`src/rtl/prng_lfsr_stream.sv`:
```
// ---------------------------------------------------------------------------
// prng_lfsr_stream
//
// Parametrised LFSR pseudo-random word generator. The LFSR shifts left once
// per enabled cycle, using either Fibonacci (parity of tapped bits fed into
// the LSB) or Galois (polynomial XORed in when the MSB falls out) feedback.
// After OUT_W advances the low OUT_W bits of the state are presented as one
// word over a valid/ready handshake. While a word is waiting, the LFSR is
// frozen, so no state is wasted under backpressure. A seed can be loaded at
// any time, and an all-zero seed or state is replaced by SEED_DEFAULT so the
// generator can never lock up.
//
// Ports:
//   clk         clock
//   rst_n       asynchronous, active-low reset
//   en          advance enable; state frozen when low
//   mode        feedback select: 0 = Fibonacci, 1 = Galois
//   seed_valid  one-cycle seed load strobe
//   seed_in     seed value (STATE_W bits)
//   out_ready   consumer accepts the current word
//   out_valid   a word is available on out_data
//   out_data    random word (OUT_W bits)
//   seed_fixup  sticky flag: a zero seed or zero state was replaced
//   state_o     current LFSR state (debug)
// ---------------------------------------------------------------------------
module prng_lfsr_stream #(
  parameter int                 STATE_W      = 16,
  parameter int                 OUT_W        = 8,
  parameter logic [STATE_W-1:0] FIB_TAPS     = 16'hD008,
  parameter logic [STATE_W-1:0] GAL_POLY     = 16'h002D,
  parameter logic [STATE_W-1:0] SEED_DEFAULT = 16'hACE1
) (
  input  logic               clk,
  input  logic               rst_n,
  input  logic               en,
  input  logic               mode,
  input  logic               seed_valid,
  input  logic [STATE_W-1:0] seed_in,
  input  logic               out_ready,
  output logic               out_valid,
  output logic [OUT_W-1:0]   out_data,
  output logic               seed_fixup,
  output logic [STATE_W-1:0] state_o
);

  // A zero default seed would defeat the lock-up protection, and the word
  // is cut from the state, so it cannot be wider than the state.
  if (OUT_W > STATE_W || OUT_W < 1 || STATE_W < 4 || STATE_W > 32 ||
      SEED_DEFAULT == '0) begin : gen_param_check
    $error("prng_lfsr_stream: illegal parameter combination");
  end

  // The counter must be at least one bit wide even when OUT_W is 1.
  localparam int CNT_W = (OUT_W > 1) ? $clog2(OUT_W) : 1;
  localparam logic [CNT_W-1:0] CNT_LAST = CNT_W'(OUT_W - 1);

  typedef enum logic {
    ST_FILL  = 1'b0,
    ST_VALID = 1'b1
  } fsm_e;

  fsm_e               fsm_q, fsm_d;
  logic [STATE_W-1:0] lfsr_q, lfsr_d;
  logic [STATE_W-1:0] lfsrNext;
  logic [STATE_W-1:0] fibNext;
  logic [STATE_W-1:0] galNext;
  logic [CNT_W-1:0]   cnt_q, cnt_d;
  logic               outValid_q, outValid_d;
  logic [OUT_W-1:0]   outData_q, outData_d;
  logic               seedFixup_q, seedFixup_d;

  // Both feedback flavours are computed every cycle and mode picks one, so a
  // mode change simply applies to whichever advance comes next.
  always_comb begin
    fibNext  = {lfsr_q[STATE_W-2:0], ^(lfsr_q & FIB_TAPS)};
    galNext  = (lfsr_q << 1) ^ (lfsr_q[STATE_W-1] ? GAL_POLY : '0);
    lfsrNext = mode ? galNext : fibNext;
  end

  // Next-state logic. A seed strobe overrides everything else, including a
  // handshake completing in the same cycle, and throws away any pending
  // word. In FILL, a zero state is repaired instead of advanced (the repair
  // does not count towards the word). VALID holds the word until accepted.
  always_comb begin
    fsm_d       = fsm_q;
    lfsr_d      = lfsr_q;
    cnt_d       = cnt_q;
    outValid_d  = outValid_q;
    outData_d   = outData_q;
    seedFixup_d = seedFixup_q;

    if (seed_valid) begin
      if (seed_in == '0) begin
        lfsr_d      = SEED_DEFAULT;
        seedFixup_d = 1'b1;
      end else begin
        lfsr_d      = seed_in;
        seedFixup_d = 1'b0;
      end
      cnt_d      = '0;
      fsm_d      = ST_FILL;
      outValid_d = 1'b0;
    end else begin
      case (fsm_q)
        ST_FILL: begin
          if (en) begin
            if (lfsr_q == '0) begin
              lfsr_d      = SEED_DEFAULT;
              seedFixup_d = 1'b1;
            end else begin
              lfsr_d = lfsrNext;
              if (cnt_q == CNT_LAST) begin
                outData_d  = lfsrNext[OUT_W-1:0];
                outValid_d = 1'b1;
                cnt_d      = '0;
                fsm_d      = ST_VALID;
              end else begin
                cnt_d = cnt_q + 1'b1;
              end
            end
          end
        end
        ST_VALID: begin
          if (outValid_q && out_ready) begin
            outValid_d = 1'b0;
            fsm_d      = ST_FILL;
          end
        end
        default: begin
          fsm_d = ST_FILL;
        end
      endcase
    end
  end

  // State register. Reset restarts from the default seed with no word
  // pending and the fix-up flag cleared.
  always_ff @(posedge clk or negedge rst_n) begin
    if (!rst_n) begin
      fsm_q       <= ST_FILL;
      lfsr_q      <= SEED_DEFAULT;
      cnt_q       <= '0;
      outValid_q  <= 1'b0;
      outData_q   <= '0;
      seedFixup_q <= 1'b0;
    end else begin
      fsm_q       <= fsm_d;
      lfsr_q      <= lfsr_d;
      cnt_q       <= cnt_d;
      outValid_q  <= outValid_d;
      outData_q   <= outData_d;
      seedFixup_q <= seedFixup_d;
    end
  end

  assign out_valid  = outValid_q;
  assign out_data   = outData_q;
  assign seed_fixup = seedFixup_q;
  assign state_o    = lfsr_q;

endmodule

```
`config.mk`:
```
export PLATFORM = sky130hd
export DESIGN_NAME = prng_lfsr_stream
export DESIGN_NICKNAME = d
export VERILOG_FILES = /design/src/rtl/prng_lfsr_stream.sv
export SDC_FILE = /design/constraint.sdc
export NUM_CORES = 1
export LEC_CHECK = 0
export ABC_AREA = 1
export BUFFER_PORTS_ARGS = -buffer_cell sky130_fd_sc_hd__buf_2
export CORE_ASPECT_RATIO = 1.1
export CORE_MARGIN = 1.5
export CORE_UTILIZATION = 52
export DETAILED_ROUTE_END_ITERATION = 6
export PLACE_DENSITY = 0.87
export SLEW_MARGIN = 20
export SYNTH_ARGS = -nofsm -noshare
export SYNTH_HDL_FRONTEND = slang
export SYNTH_SLANG_ARGS = --single-unit
```
`constraint.sdc`:
```
create_clock -name clk -period 1.56 [get_ports clk]
set_input_delay 0.156 -clock clk [delete_from_list [all_inputs] [get_ports clk]]
set_output_delay 0.156 -clock clk [all_outputs]
set_load 0.02 [all_outputs]
```
### Word level (Yosys, flattened, before mapping)

Index checks and enable logic that the tools add are counted.
Widths: inputs -> output; s select.

| cells by class | value |
|---|---|
| shift operators | 0 |
| bitwise logic cells | 4 |
| equality and inequality tests | 7 |
| multipliers | 0 |
| div/mod/pow operators | 0 |
| reductions and logical operators | 11 |
| order comparisons | 0 |
| $add $sub $neg | 1 |
| mux-type cells | 29 |

Operator list:

| cell | count |
|---|---|
| $mux 16 | 6 |
| $logic_not 16->1 | 2 |
| $reduce_xor 16->1 | 1 |
| $xor 16x6->16 | 1 |
| $mux 1 | 15 |
| $mux 3 | 5 |
| $ne 3x3->1 const B | 3 |
| $mux 6 | 1 |
| $reduce_and 3->1 | 2 |
| $reduce_and 5->1 | 1 |
| $ne 2x2->1 const B | 2 |
| $pmux 1 s2 | 2 |
| $reduce_and 4->1 | 1 |
| $reduce_bool 2->1 | 2 |
| $add 3x1->3 const B | 1 |
| $eq 3x3->1 const B | 1 |
| $ne 3x2->1 const B | 1 |
| $not 1->1 | 3 |
| $reduce_and 2->1 | 1 |
| $logic_and 1x1->1 | 1 |

| word-level totals | value |
|---|---|
| bits in read-only memories | 0 |
| latch bits | 0 |
| bits in registers | 30 |
| word-level logic and storage cells | 58 |
| memories kept | 0 |
| RAM bits | 0 |

### Longest topological paths before layout

Gate-level depths: netlist of run 1.

| depth | value |
|---|---|
| word-level depth | 7 |
| depth in mapped cells | 9 |

### Least setup slack after synthesis of run 1

OpenSTA, ideal clock, no wires.

| path | value |
|---|---|
| path type | flip-flop to flip-flop |
| start | reg lfsr_q[15] (netlist: state_o[15]) |
| end | reg outData_q[7] (netlist: out_data[7]) |
| library setup time | 0.117 ns |
| data required time | 1.443 ns |
| stages on the path, launching flop included | 10 |
| arrival time | 1.406 ns |
| slack | 0.037 ns |
| cell sequence | dfstp_2 inv_1 ha_1 nand2_1 nor2_2 nand2_4 nand4_4 buf_12 nand2_2 o21ai_2 |

| between the ends | value |
|---|---|
| cells in the longest elaborated chain, start to end | 3 |

Ends and longest elaborated chain:

| what | line | text |
|---|---|---|
| from (decl) | 63 | `logic [STATE_W-1:0] lfsr_q, lfsr_d;` |
| from (signal assigned) | 148 | `lfsr_q <= lfsr_d;` |
| $logic_not 16->1 | 107 | `if (lfsr_q == '0) begin` |
| $not 1->1 (no source line) | n/a |  |
| $reduce_and 5->1 (no source line) | n/a |  |
| to (signal assigned) | 151 | `outData_q <= outData_d;` |
| to (decl) | 69 | `logic [OUT_W-1:0] outData_q, outData_d;` |

Every way passes these cells.
A chain may end at the register's enable or synchronous reset.

### Final worst setup path of run 1

| path | value |
|---|---|
| start | reg lfsr_q[15] (netlist: state_o[15]) |
| end | reg outData_q[3] (netlist: out_data[3]) |

| between the ends | value |
|---|---|
| cells in the longest elaborated chain, start to end | 3 |
| elaborated cells between the ends (all ways) | 6 |
| classes of those cells | mux: 2; bitwise: 2; reduce/logical: 2 |

Ends and longest elaborated chain:

| what | line |
|---|---|
| $logic_not 16->1 or $mux 6 (tied branches) | 107, 76 |
| $not 1->1 (no source line) or $xor 16x6->16 (tied branches) | n/a |
| $reduce_and 5->1 (no source line) or $mux 16 (tied branches) | n/a |

Parallel ways exist; a longest one is shown, timed or not.

==> results of run 1 <==
[cell type report]
cell class / count / area (µm²)
Tap cell: 34 / 42.5
Multi-Input combinational cell: 151 / 785
Clock buffer: 7 / 55.1
Sequential cell: 30 / 761
Clock inverter: 1 / 5.00
Fill cell: 273 / 1040
Timing Repair Buffer: 60 / 347
Inverter: 17 / 66.3
[registers in the layout, indices dropped and copies added (netlist names)]
register    flops
seed_fixup      1
out_data        8
cnt_q           3
state_o        16
out_valid       1
fsm_q           1
[metrics by stage]
| step | setup TNS (ns) | setup slack (ns) | util [%] | area, µm² | cells |
|---|---|---|---|---|---|
| floorplan | 0 | 0.0365 | - | 1730 | 215 |
| global placement | 0 | 0.0411 | 62.1 | 1930 | 287 |
| detailed placement | -0.0508 | -0.0189 | 62.1 | 1930 | 287 |
| CTS | 0 | 0.0455 | 65.4 | 2030 | 300 |
| global route | -0.0247 | -0.00931 | 66.5 | 2060 | 300 |
| finish | 0 | 0.0649 | 66.5 | 2060 | 300 |
[layer usage]
layer / vias to the layer above / wire (µm) / track usage, %
met3: 8 / 222 / 7.60
met2: 46 / 1860 / 35.8
li1: 768 / - / -
met4: 0 / 69 / 8.14
met5: - / 0 / 0
met1: 698 / 1610 / 29.9
[power groups by stage]
stage	Clock [W]	Combinational [W]	Sequential [W]
global placement	0	0.000507	0.000958
CTS	0.000493	0.000523	0.000945
detailed placement	0	0.000517	0.000960
global route	0.000542	0.000586	0.000962
floorplan	0	0.000329	0.00100
finish	0.000481	0.000529	0.000948
[placed cells by master (no fill, tap or decap), types with 2 or more instances in the layout]
cell type,synthesis,routed
a21oi_1,7,7
clkbuf_4,0,5
buf_2,1,47
o21ai_2,6,6
a22oi_2,2,2
nand2_2,4,9
nand3_1,10,10
buf_6,2,3
o21ai_1,1,2
o21bai_1,4,4
ha_1,3,2
dfstp_2,8,8
nand2_1,57,52
o21ai_0,6,5
nor2_1,40,40
xor2_1,3,3
dfrtp_1,22,22
inv_2,3,3
buf_4,12,9
inv_1,14,13
[timing repair]
action / 4_1_cts / 5_1_grt
setup buffers: 4 / 0
pin swaps: 0 / 2
hold buffers: 1 / 0
hold endpoints to repair: 22 / 0
setup endpoints to repair: 7 / 15
resized for setup: 0 / 13
[final timing paths]
check	end	slack [ns]	depth (start not counted)
max in group asynchronous	out_data[4]$_DFFE_PN0P_	0.76	2
max reg2reg	out_data[3]$_DFFE_PN0P_	0.06	9
max	out_data[3]$_DFFE_PN0P_	0.06	9
min reg2reg	cnt_q[2]$_DFFE_PN0P_	0.49	2
min	state_o[9]$_DFFE_PN0P_	0.05	3
min in group asynchronous	cnt_q[2]$_DFFE_PN0P_	0.38	2
[worst max-delay path, cell delays in order (launching register included)]
cell and delay, ns:
dfstp_2 0.56, inv_2 0.04, ha_2 0.16, nand2_2 0.07, nor2_4 0.05, nand2_4 0.10, nand4_4 0.14, buf_6 0.17
nand2_2 0.05, o21ai_2 0.04
[cells by family (layout without fill, tap and decap cells)]
| logic type | count (synthesis) | in the layout |
|---|---|---|
| and+or+nand+nor | 118 | 118 |
| buffers and inverters | 34 | 85 |
| adders and majority gates | 3 | 3 |
| xor gates and xnor gates | 3 | 3 |
| AOI/OAI and AO/OA | 27 | 27 |
| DFF | 30 | 30 |
==> flow_metrics.env, run 1 <==
export IMPL_switching_share_pct=33.8
export IMPL_postSynthCellCount=215
export IMPL_skew_ns=0.00984
export IMPL_wl_per_cell_um=12.5
export IMPL_peakVddDrop_v=0.000567
export IMPL_synth_fp_nets=240
export IMPL_start_kind="flip-flop"
export IMPL_max_cap_violations=0
export IMPL_place_hpwl_um=2770
export IMPL_p_seq_share_pct=48.4
export IMPL_grt_pass1_vias=1444
export IMPL_layout_area_overhead_vs_synth_pct=19.1
export IMPL_drtPass1Iterations=7
export IMPL_core_mm2=0.00310
export IMPL_synth_top_area_share_pct=31.8
export IMPL_setup_viol=0
export IMPL_synthFlopType="dfrtp_1"
export IMPL_p_sw_w=0.000662
export IMPL_violations="DRC"
export IMPL_place_congestion=0.833
export IMPL_arrival_ns=1.71
export IMPL_synth_area_mux_share_pct=0
export IMPL_grt_max_degree=31
export IMPL_ys_warnings_count=0
export IMPL_ant_nets=0
export IMPL_synth_fa_ha_area_share_pct=2.17
export IMPL_hold_start="seed_in[9]"
export IMPL_synthSimpleGateAreaFrac_pct=29.8
export IMPL_wl_um=3760
export IMPL_rows=21
export IMPL_die_y_um=63.5
export IMPL_total_power_w=0.00196
export IMPL_ys_ff_latch=30
export IMPL_slew_violations=0
export IMPL_worstReg2RegStart="state_o[15]$_DFFE_PN1P_"
export IMPL_tightest_slew_ns=0.648
export IMPL_synth_edf_count=0
export IMPL_comb_power_share_pct=27.0
export IMPL_p_per_area_mw_per_mm2=950
export IMPL_avgSynthCellArea_um2=8.05
export IMPL_drc=5
export IMPL_synth_area_top_cells="dfrtp_1 32%, nand2_1 12%, dfstp_2 12%"
export IMPL_synthXorXnorAreaFrac_pct=1.52
export IMPL_cts_root_buf="clkbuf_4"
export IMPL_crit_fanout=5
export IMPL_end_kind="flip-flop"
export IMPL_p_int_w=0.00130
export IMPL_cts_max_level=2
export IMPL_cts_sinks=30
export IMPL_start_util_pct=55.8
export IMPL_yosysUniqueCellTypes=28
export IMPL_vias=1520
export IMPL_synth_top_family_by_area="simple AND/OR/NAND/NOR gates"
export IMPL_hold_ws_ns=0.0456
export IMPL_ys_top_cells_by_count="57 x nand2_1, 40 x nor2_1, 22 x dfrtp_1"
export IMPL_grt_pass1_wl_um=6410
export IMPL_fp_dieW_um=58
export IMPL_synth_seq_area_share_pct=44.0
export IMPL_min_period_ns=1.50
export IMPL_layout_nets=290
export IMPL_insertedDiodeCount=0
export IMPL_worst_ep_required_time_ns=1.78
export IMPL_drtIter0Drc=54
export IMPL_io_buffers=47
export IMPL_synth_most_common_cell="nand2_1"
export IMPL_timing_fmax_ghz=0.669
export IMPL_io_pins=48
export IMPL_criticalPathCategory="reg -> reg"
export IMPL_async_flop_share_pct=100
export IMPL_slew_headroom_pct=56.8
export IMPL_grtUsageTotal_pct=23.1
export IMPL_status="finished, violations left"
export IMPL_clockBufferDepth=2
export IMPL_cp_startpoint="state_o[15]$_DFFE_PN1P_"
export IMPL_clk_pin_slew_ns=0.09
export IMPL_finalCritPeriodShare_pct=95.8
export IMPL_die_area_mm2=0.00368
export IMPL_yosysTopAreaCell="dfrtp_1"
export IMPL_cts_buffers=5
export IMPL_synth_compound_area_share_pct=10.7
export IMPL_clock_latency_ns=0.33
export IMPL_viasPerCell=5.07
export IMPL_antenna_found_initial=0
export IMPL_cts_tree="yes"
export IMPL_final_layout_size_suffix_gt1_share_pct=38.0
export IMPL_clkPwrFrac_pct=24.6
export IMPL_hold_path_class="in -> reg"
export IMPL_hold_viol=0
export IMPL_cellLeakagePower_nw=1.10
export IMPL_overflow=0
export IMPL_syn_area_mm2=0.00173
No activity file was read; power rests on OpenSTA's default activity.
==> run 2, diff against run 1 <==
--- a/config.mk
+++ b/config.mk
@@ -11,7 +11,9 @@
 export CORE_MARGIN = 1.5
 export CORE_UTILIZATION = 52
 export DETAILED_ROUTE_END_ITERATION = 6
+export HOLD_SLACK_MARGIN = 0.12
 export PLACE_DENSITY = 0.87
+export RECOVER_POWER = 100
 export SLEW_MARGIN = 20
 export SYNTH_ARGS = -nofsm -noshare
 export SYNTH_HDL_FRONTEND = slang
==> run 2 against run 1 <==
  * The run still ends with DRC left
  * Clock skew down 0.00054 ns
  * Die area unchanged
  * Utilization up 3.9 points
  * First-iteration DRC count up 3.7%
  * Sequential power about the same
  * Sequential share of layout area down 2.1 points
  * Critical path type unchanged
  * Largest cell class unchanged
  * Largest power group unchanged
==> flow_metrics.env, run 2 (synthesis gave the netlist of run 1 again) <==
export IMPL_timing_rr_end="out_data[3]$_DFFE_PN0P_"
export IMPL_multi_input_area_um2=787
export IMPL_overflow=0
export IMPL_finalCritPeriodShare_pct=95.9
export IMPL_max_cap_violations=0
export IMPL_clkPwrFrac_pct=24.5
export IMPL_slew_headroom_pct=52.6
export IMPL_largest_reg_flops=16
export IMPL_cts_sinks=30
export IMPL_p_per_area_mw_per_mm2=907
export IMPL_layout_nets=305
export IMPL_start_kind="flip-flop"
export IMPL_viasPerCell=5.08
export IMPL_p_seq_share_pct=48.0
export IMPL_min_period_ns=1.50
export IMPL_clock_latency_ns=0.34
export IMPL_hold_viol=0
export IMPL_rows=21
export IMPL_grt_pass1_wl_um=6850
export IMPL_layout_area_overhead_vs_synth_pct=26.1
export IMPL_min_to="state_o[0]$_DFFE_PN1P_"
export IMPL_grtUsageTotal_pct=24.7
export IMPL_r2r_slack_ns=0.06
export IMPL_vias=1599
export IMPL_worst_ep_required_time_ns=1.78
export IMPL_die_area_mm2=0.00368
export IMPL_drtIter0Drc=56
export IMPL_place_hpwl_um=2770
export IMPL_cp_cell_sequence="inv_2 > ha_2 > nand2_2 > nor2_4 > nand2_4 > nand4_4 > buf_6 > nand2_2 > o21ai_2"
export IMPL_die_y_um=63.5
export IMPL_clockBufferDepth=2
export IMPL_wl_per_cell_um=13.0
export IMPL_antenna_found_initial=0
export IMPL_core_mm2=0.00310
export IMPL_drtPass1Iterations=6
export IMPL_start_util_pct=55.8
export IMPL_drc=5
export IMPL_cpMaxStageDelayCell="dfstp_2"
export IMPL_cts_root_buf="clkbuf_4"
export IMPL_timing_fmax_ghz=0.668
export IMPL_hold_start="seed_in[0]"
export IMPL_violations="DRC"
export IMPL_tightest_slew_ns=0.711
export IMPL_criticalPathCategory="reg -> reg"
export IMPL_fill_cells=267
export IMPL_clk_pin_slew_ns=0.09
export IMPL_slew_violations=0
export IMPL_peakVddDrop_v=0.000533
export IMPL_hold_depth=5
export IMPL_p_sw_w=0.000678
export IMPL_final_cell_mix="51 x nand2_1, 40 x nor2_1, 26 x clkbuf_1, 22 x dfrtp_1, 21 x buf_2"
export IMPL_arrival_ns=1.72
export IMPL_wl_um=4080
export IMPL_cts_tree="yes"
export IMPL_final_layout_size_suffix_gt1_share_pct=27.4
export IMPL_grt_max_degree=31
export IMPL_comb_power_share_pct=27.5
export IMPL_total_power_w=0.00198
export IMPL_grt_pass1_vias=1553
export IMPL_insertedDiodeCount=0
export IMPL_place_congestion=0.833
export IMPL_end_kind="flip-flop"
export IMPL_hold_path_class="in -> reg"
export IMPL_tns_ns=0
export IMPL_final_core_util_pct=70.4
export IMPL_reg2reg_depth=9
export IMPL_cts_buffers=5
export IMPL_sequential_cell_area_um2=761
export IMPL_worstReg2RegStart="state_o[15]$_DFFE_PN1P_"
export IMPL_io_buffers=47
export IMPL_p_int_w=0.00130
export IMPL_fp_dieW_um=58
export IMPL_cp_common_cell="nand2_2"
export IMPL_ant_nets=0
export IMPL_cp_startpoint="state_o[15]$_DFFE_PN1P_"
export IMPL_crit_fanout=5
export IMPL_skew_ns=0.00930
export IMPL_setup_viol=0
export IMPL_critPathMaxStageDelay_ns=0.56
export IMPL_cellLeakagePower_nw=1.08
export IMPL_switching_share_pct=34.2
export IMPL_io_pins=48
export IMPL_status="finished, violations left"
export IMPL_cts_max_level=2
export IMPL_final_common_cell="nand2_1"
[run 2: cell types whose count changed in the layout (fill, tap and decap cells not counted)]
cell | before | now
buf_2 | 47 | 21
clkbuf_1 | 1 | 26
clkbuf_2 | 0 | 1
dlygate4sd3_1 | 1 | 16
nand2_1 | 52 | 51
nand2_2 | 9 | 10
[run 2: worst max-delay path by stage]
stage | to | slack, ns | depth (start not counted)
CTS | out_data[3]$_DFFE_PN0P_ | 0.05 | 9
detailed placement | out_data[0]$_DFFE_PN0P_ | -0.02 | 9
global placement | out_data[5]$_DFFE_PN0P_ | 0.04 | 9
floorplan | out_data[7]$_DFFE_PN0P_ | 0.04 | 9
finish | out_data[3]$_DFFE_PN0P_ | 0.06 | 9
global route | out_data[2]$_DFFE_PN0P_ | -0.009 | 9
[run 2: worst max-delay path, delay by kind of cell (launching register included)]
kind	cells	cell delay, ns
AOI/OAI and AO/OA	1	0.04
adders and majority gates	1	0.16
buffers and inverters	2	0.21
DFF	1	0.56
and+or+nand+nor	5	0.41
[run 2: timing repair]
item	4_1_cts	5_1_grt
resized for setup	0	14
pin swaps	0	2
hold endpoints to repair	37	0
hold buffers	16	0
endpoints found under the setup margin	7	16
setup buffers	4	0
[run 2: routing by layer]
layer	vias to the layer above	global-route usage (%)	wire length (µm)
met2	50	40.1	2060
met5	-	0	0
met1	744	30.5	1720
met3	8	7.60	213
met4	0	9.01	89
li1	797	-	-
[run 2: cell type report]
cell class / instances / share of cell area [%]
Clock buffer: 7 / 2.52
Clock inverter: 1 / 0.229
Inverter: 17 / 3.04
Multi-Input combinational cell: 151 / 36.1
Sequential cell: 30 / 34.9
Tap cell: 34 / 1.95
Timing Repair Buffer: 75 / 21.3
[run 2: power by group through the flow]
stage	sequential, W	clock (W)	combinational (W)
2_1_floorplan	0.00100	0	0.000329
3_5_place_dp	0.000960	0	0.000517
5_1_grt	0.000964	0.000542	0.000601
4_1_cts	0.000945	0.000493	0.000551
6_report	0.000950	0.000486	0.000544
3_3_place_gp	0.000958	0	0.000507
[run 2: metrics by stage]
step           worst slack, ns  instance area, µm²  instances  hold slack (ns)
3_5_place_dp           -0.0189                1930        287            0.218
6_report                0.0636                2180        315            0.146
3_3_place_gp            0.0411                1930        287            0.227
4_1_cts                 0.0455                2180        315            0.138
2_1_floorplan           0.0365                1730        215           -0.140
5_1_grt               -0.00940                2180        315            0.137
==> run 3, diff against run 2 <==
--- a/config.mk
+++ b/config.mk
@@ -5,14 +5,13 @@
 export SDC_FILE = /design/constraint.sdc
 export NUM_CORES = 1
 export LEC_CHECK = 0
-export ABC_AREA = 1
 export BUFFER_PORTS_ARGS = -buffer_cell sky130_fd_sc_hd__buf_2
 export CORE_ASPECT_RATIO = 1.1
 export CORE_MARGIN = 1.5
-export CORE_UTILIZATION = 52
+export CORE_UTILIZATION = 50
 export DETAILED_ROUTE_END_ITERATION = 6
 export HOLD_SLACK_MARGIN = 0.12
-export PLACE_DENSITY = 0.87
+export PLACE_DENSITY = 0.86
 export RECOVER_POWER = 100
 export SLEW_MARGIN = 20
 export SYNTH_ARGS = -nofsm -noshare
==> run 3 against run 2 <==
  * The flow finishes with violations (setup timing)
  * Synthesized area shrank 11%
  * Total power increased by 3.2%
  * Critical endpoint is now cnt_q[0]$_DFFE_PN0P_
  * First-iteration DRC count rose by 30%
  * Largest cell class unchanged
==> flow_metrics.env, run 3 <==
export IMPL_postSynthCellCount=148
export IMPL_r2r_slack_ns=-0.37
export IMPL_die_y_um=61.4
export IMPL_hold_viol=0
export IMPL_clock_latency_ns=0.35
export IMPL_p_per_area_mw_per_mm2=859
export IMPL_io_buffers=47
export IMPL_drc=0
export IMPL_peakVddDrop_v=0.000781
export IMPL_insertedDiodeCount=0
export IMPL_viasPerCell=5.89
export IMPL_cpMaxStageDelayCell="dfstp_2"
export IMPL_ys_warnings_count=0
export IMPL_synth_top_area_share_pct=35.6
export IMPL_synth_fp_nets=173
export IMPL_hold_ws_ns=0.142
export IMPL_fp_dieW_um=56.0
export IMPL_slew_headroom_pct=47.8
export IMPL_ys_ff_latch=30
export IMPL_die_area_mm2=0.00344
export IMPL_finalWorstSetupSlack_ns=-0.371
export IMPL_tightest_slew_ns=0.783
export IMPL_timing_fmax_ghz=0.518
export IMPL_criticalPathCategory="reg -> reg"
export IMPL_core_mm2=0.00300
export IMPL_cts_tree="yes"
export IMPL_clockBufferDepth=2
export IMPL_switching_share_pct=34.1
export IMPL_min_to="state_o[10]$_DFFE_PN1P_"
export IMPL_synth_area_top_cells="dfrtp_1 36%, dfstp_2 14%, buf_4 6.3%"
export IMPL_slew_violations=0
export IMPL_worstReg2RegStart="state_o[15]$_DFFE_PN1P_"
export IMPL_cp_cell_sequence="inv_2 > ha_4 > nor4b_4 > and4_4 > buf_8 > or4_1 > a21oi_1"
export IMPL_skew_ns=0.0130
export IMPL_antenna_found_initial=0
export IMPL_synth_edf_count=0
export IMPL_wl_per_cell_um=19.5
export IMPL_start_kind="flip-flop"
export IMPL_yosysTopAreaCell="dfrtp_1"
export IMPL_layout_area_overhead_vs_synth_pct=53.6
export IMPL_comb_power_share_pct=30.6
export IMPL_grt_pass1_wl_um=7850
export IMPL_syn_area_mm2=0.00155
export IMPL_ys_top_cells_by_count="22 x dfrtp_1, 15 x inv_1, 13 x buf_4"
export IMPL_arrival_ns=2.20
export IMPL_status="finished, violations left"
export IMPL_setup_viol=28
export IMPL_drtPass1Iterations=4
export IMPL_grtUsageTotal_pct=31.2
export IMPL_place_hpwl_um=3290
export IMPL_start_util_pct=51.7
export IMPL_yosysUniqueCellTypes=33
export IMPL_async_flop_share_pct=100
export IMPL_wl_um=5430
export IMPL_cp_startpoint="state_o[15]$_DFFE_PN1P_"
export IMPL_end_kind="flip-flop"
export IMPL_crit_fanout=5
export IMPL_vias=1644
export IMPL_final_cell_mix="47 x buf_4, 25 x buf_2, 23 x clkbuf_1, 22 x dfrtp_1, 13 x inv_1"
export IMPL_reg2reg_depth=7
export IMPL_rsz0062_at_grt="true"
export IMPL_hold_start="seed_in[10]"
export IMPL_synth_seq_area_share_pct=49.2
export IMPL_finalCritPeriodShare_pct=124
export IMPL_io_pins=48
export IMPL_largest_reg_flops=16
export IMPL_fill_cells=197
export IMPL_max_cap_violations=0
export IMPL_clk_pin_slew_ns=0.10
export IMPL_grt_max_degree=31
export IMPL_rows=21
export IMPL_clkPwrFrac_pct=24.5
export IMPL_cellLeakagePower_nw=1.18
export IMPL_timing_rr_end="cnt_q[0]$_DFFE_PN0P_"
export IMPL_min_period_ns=1.93
export IMPL_cts_sinks=30
export IMPL_synthFlopType="dfrtp_1"
export IMPL_layout_nets=269
export IMPL_hold_depth=3
export IMPL_p_sw_w=0.000696
export IMPL_ant_nets=0
export IMPL_hold_path_class="in -> reg"
export IMPL_violations="setup timing"
export IMPL_worst_ep_required_time_ns=1.83
export IMPL_total_power_w=0.00204
export IMPL_overflow=0
export IMPL_avgSynthCellArea_um2=10.5
export IMPL_p_int_w=0.00135
export IMPL_synth_most_common_cell="dfrtp_1"
export IMPL_cp_num_buf_inv=2
export IMPL_cts_max_level=2
export IMPL_fin_area_mm2=0.00238
export IMPL_final_core_util_pct=79.4
export IMPL_cts_buffers=5
export IMPL_grt_pass1_vias=1605
export IMPL_final_layout_size_suffix_gt1_share_pct=51.4
export IMPL_cts_root_buf="clkbuf_4"
export IMPL_critPathMaxStageDelay_ns=0.57
export IMPL_final_common_cell="buf_4"
export IMPL_p_seq_share_pct=44.9
export IMPL_place_area_mm2=0.00210
export IMPL_place_congestion=0.837
export IMPL_drtIter0Drc=73
export IMPL_cp_top_family="simple AND/OR/NAND/NOR gates"
==> run 3: cell type report <==
cell class                 instances  area [µm²]  share of cell area [%]
multi-input combinational         88         793                    33.4
sequential                        30         761                    32.0
timing repair buffer             104         664                    27.9
inverter                          15        56.3                    2.37
clock buffer                       7        55.1                    2.32
tap                               34        42.5                    1.79
clock inverter                     1        5.00                   0.211
==> run 3: layer usage <==
| layer | vias up | wire length, µm | track usage (%) | share of wire [%] |
|---|---|---|---|---|
| met2 | 110 | 2780 | 53.6 | 51 |
| met5 | - | 0 | 0 | 0 |
| met4 | 0 | 244 | 18.7 | 4.5 |
| met3 | 30 | 397 | 7.77 | 7.3 |
| li1 | 715 | - | - | - |
| met1 | 789 | 2010 | 36.2 | 37 |
==> run 3: worst register-to-register path, stage by stage (launching register included) <==
cell,delay [ns]
dfstp_2,0.57
inv_2,0.05
ha_4,0.14
nor4b_4,0.13
and4_4,0.16
buf_8,0.12
or4_1,0.52
a21oi_1,0.15
==> run 3: logic make-up (layout without fill, tap and decap cells) <==
family                   after synthesis  count (layout)  share of synthesized area [%]
adder cells (fa/ha/maj)                3               3                           2.43
XOR/XNOR                               5               5                           2.83
multiplexers                           8               8                           5.58
flip-flops                            30              30                           49.2
AND/OR/NAND/NOR                       33              33                           12.3
buffers and inverters                 30             127                           10.4
AO/OA/AOI/OAI                         39              39                           17.3
==> run 3: worst max path at each step <==
stage	end	slack, ns	cells past startpoint
global placement	out_data[1]$_DFFE_PN0P_	-0.34	7
detailed placement	out_data[1]$_DFFE_PN0P_	-0.41	7
floorplan	out_data[1]$_DFFE_PN0P_	-0.54	8
global route	cnt_q[0]$_DFFE_PN0P_	-0.39	7
finish	cnt_q[0]$_DFFE_PN0P_	-0.37	7
CTS	out_data[6]$_DFFE_PN0P_	-0.39	7
==> run 3: per-stage QoR <==
stage / setup TNS [ns] / setup WS (ns) / std cells
after floorplan: -6.57 / -0.537 / 148
after global placement: -4.61 / -0.340 / 261
after detailed placement: -6.11 / -0.406 / 261
after CTS: -5.00 / -0.390 / 277
after global routing: -6.50 / -0.390 / 279
final: -5.51 / -0.371 / 279
==> run 3: timing repair <==
item / 4_1_cts / 5_1_grt
setup buffers: 3 / 4
cloned: 0 / 0
pin swaps: 1 / 9
hold buffers: 5 / 0
hold endpoints to repair: 26 / 0
resized for setup: 18 / 26
setup endpoints to repair: 21 / 28
==> run 3: power groups by stage <==
stage               sequential [W]  combinational, W  clock (W)
global placement          0.000909          0.000527          0
finish                    0.000916          0.000626   0.000501
CTS                       0.000906          0.000580   0.000503
detailed placement        0.000915          0.000539          0
global route              0.000921          0.000667   0.000537
floorplan                 0.000949          0.000262          0
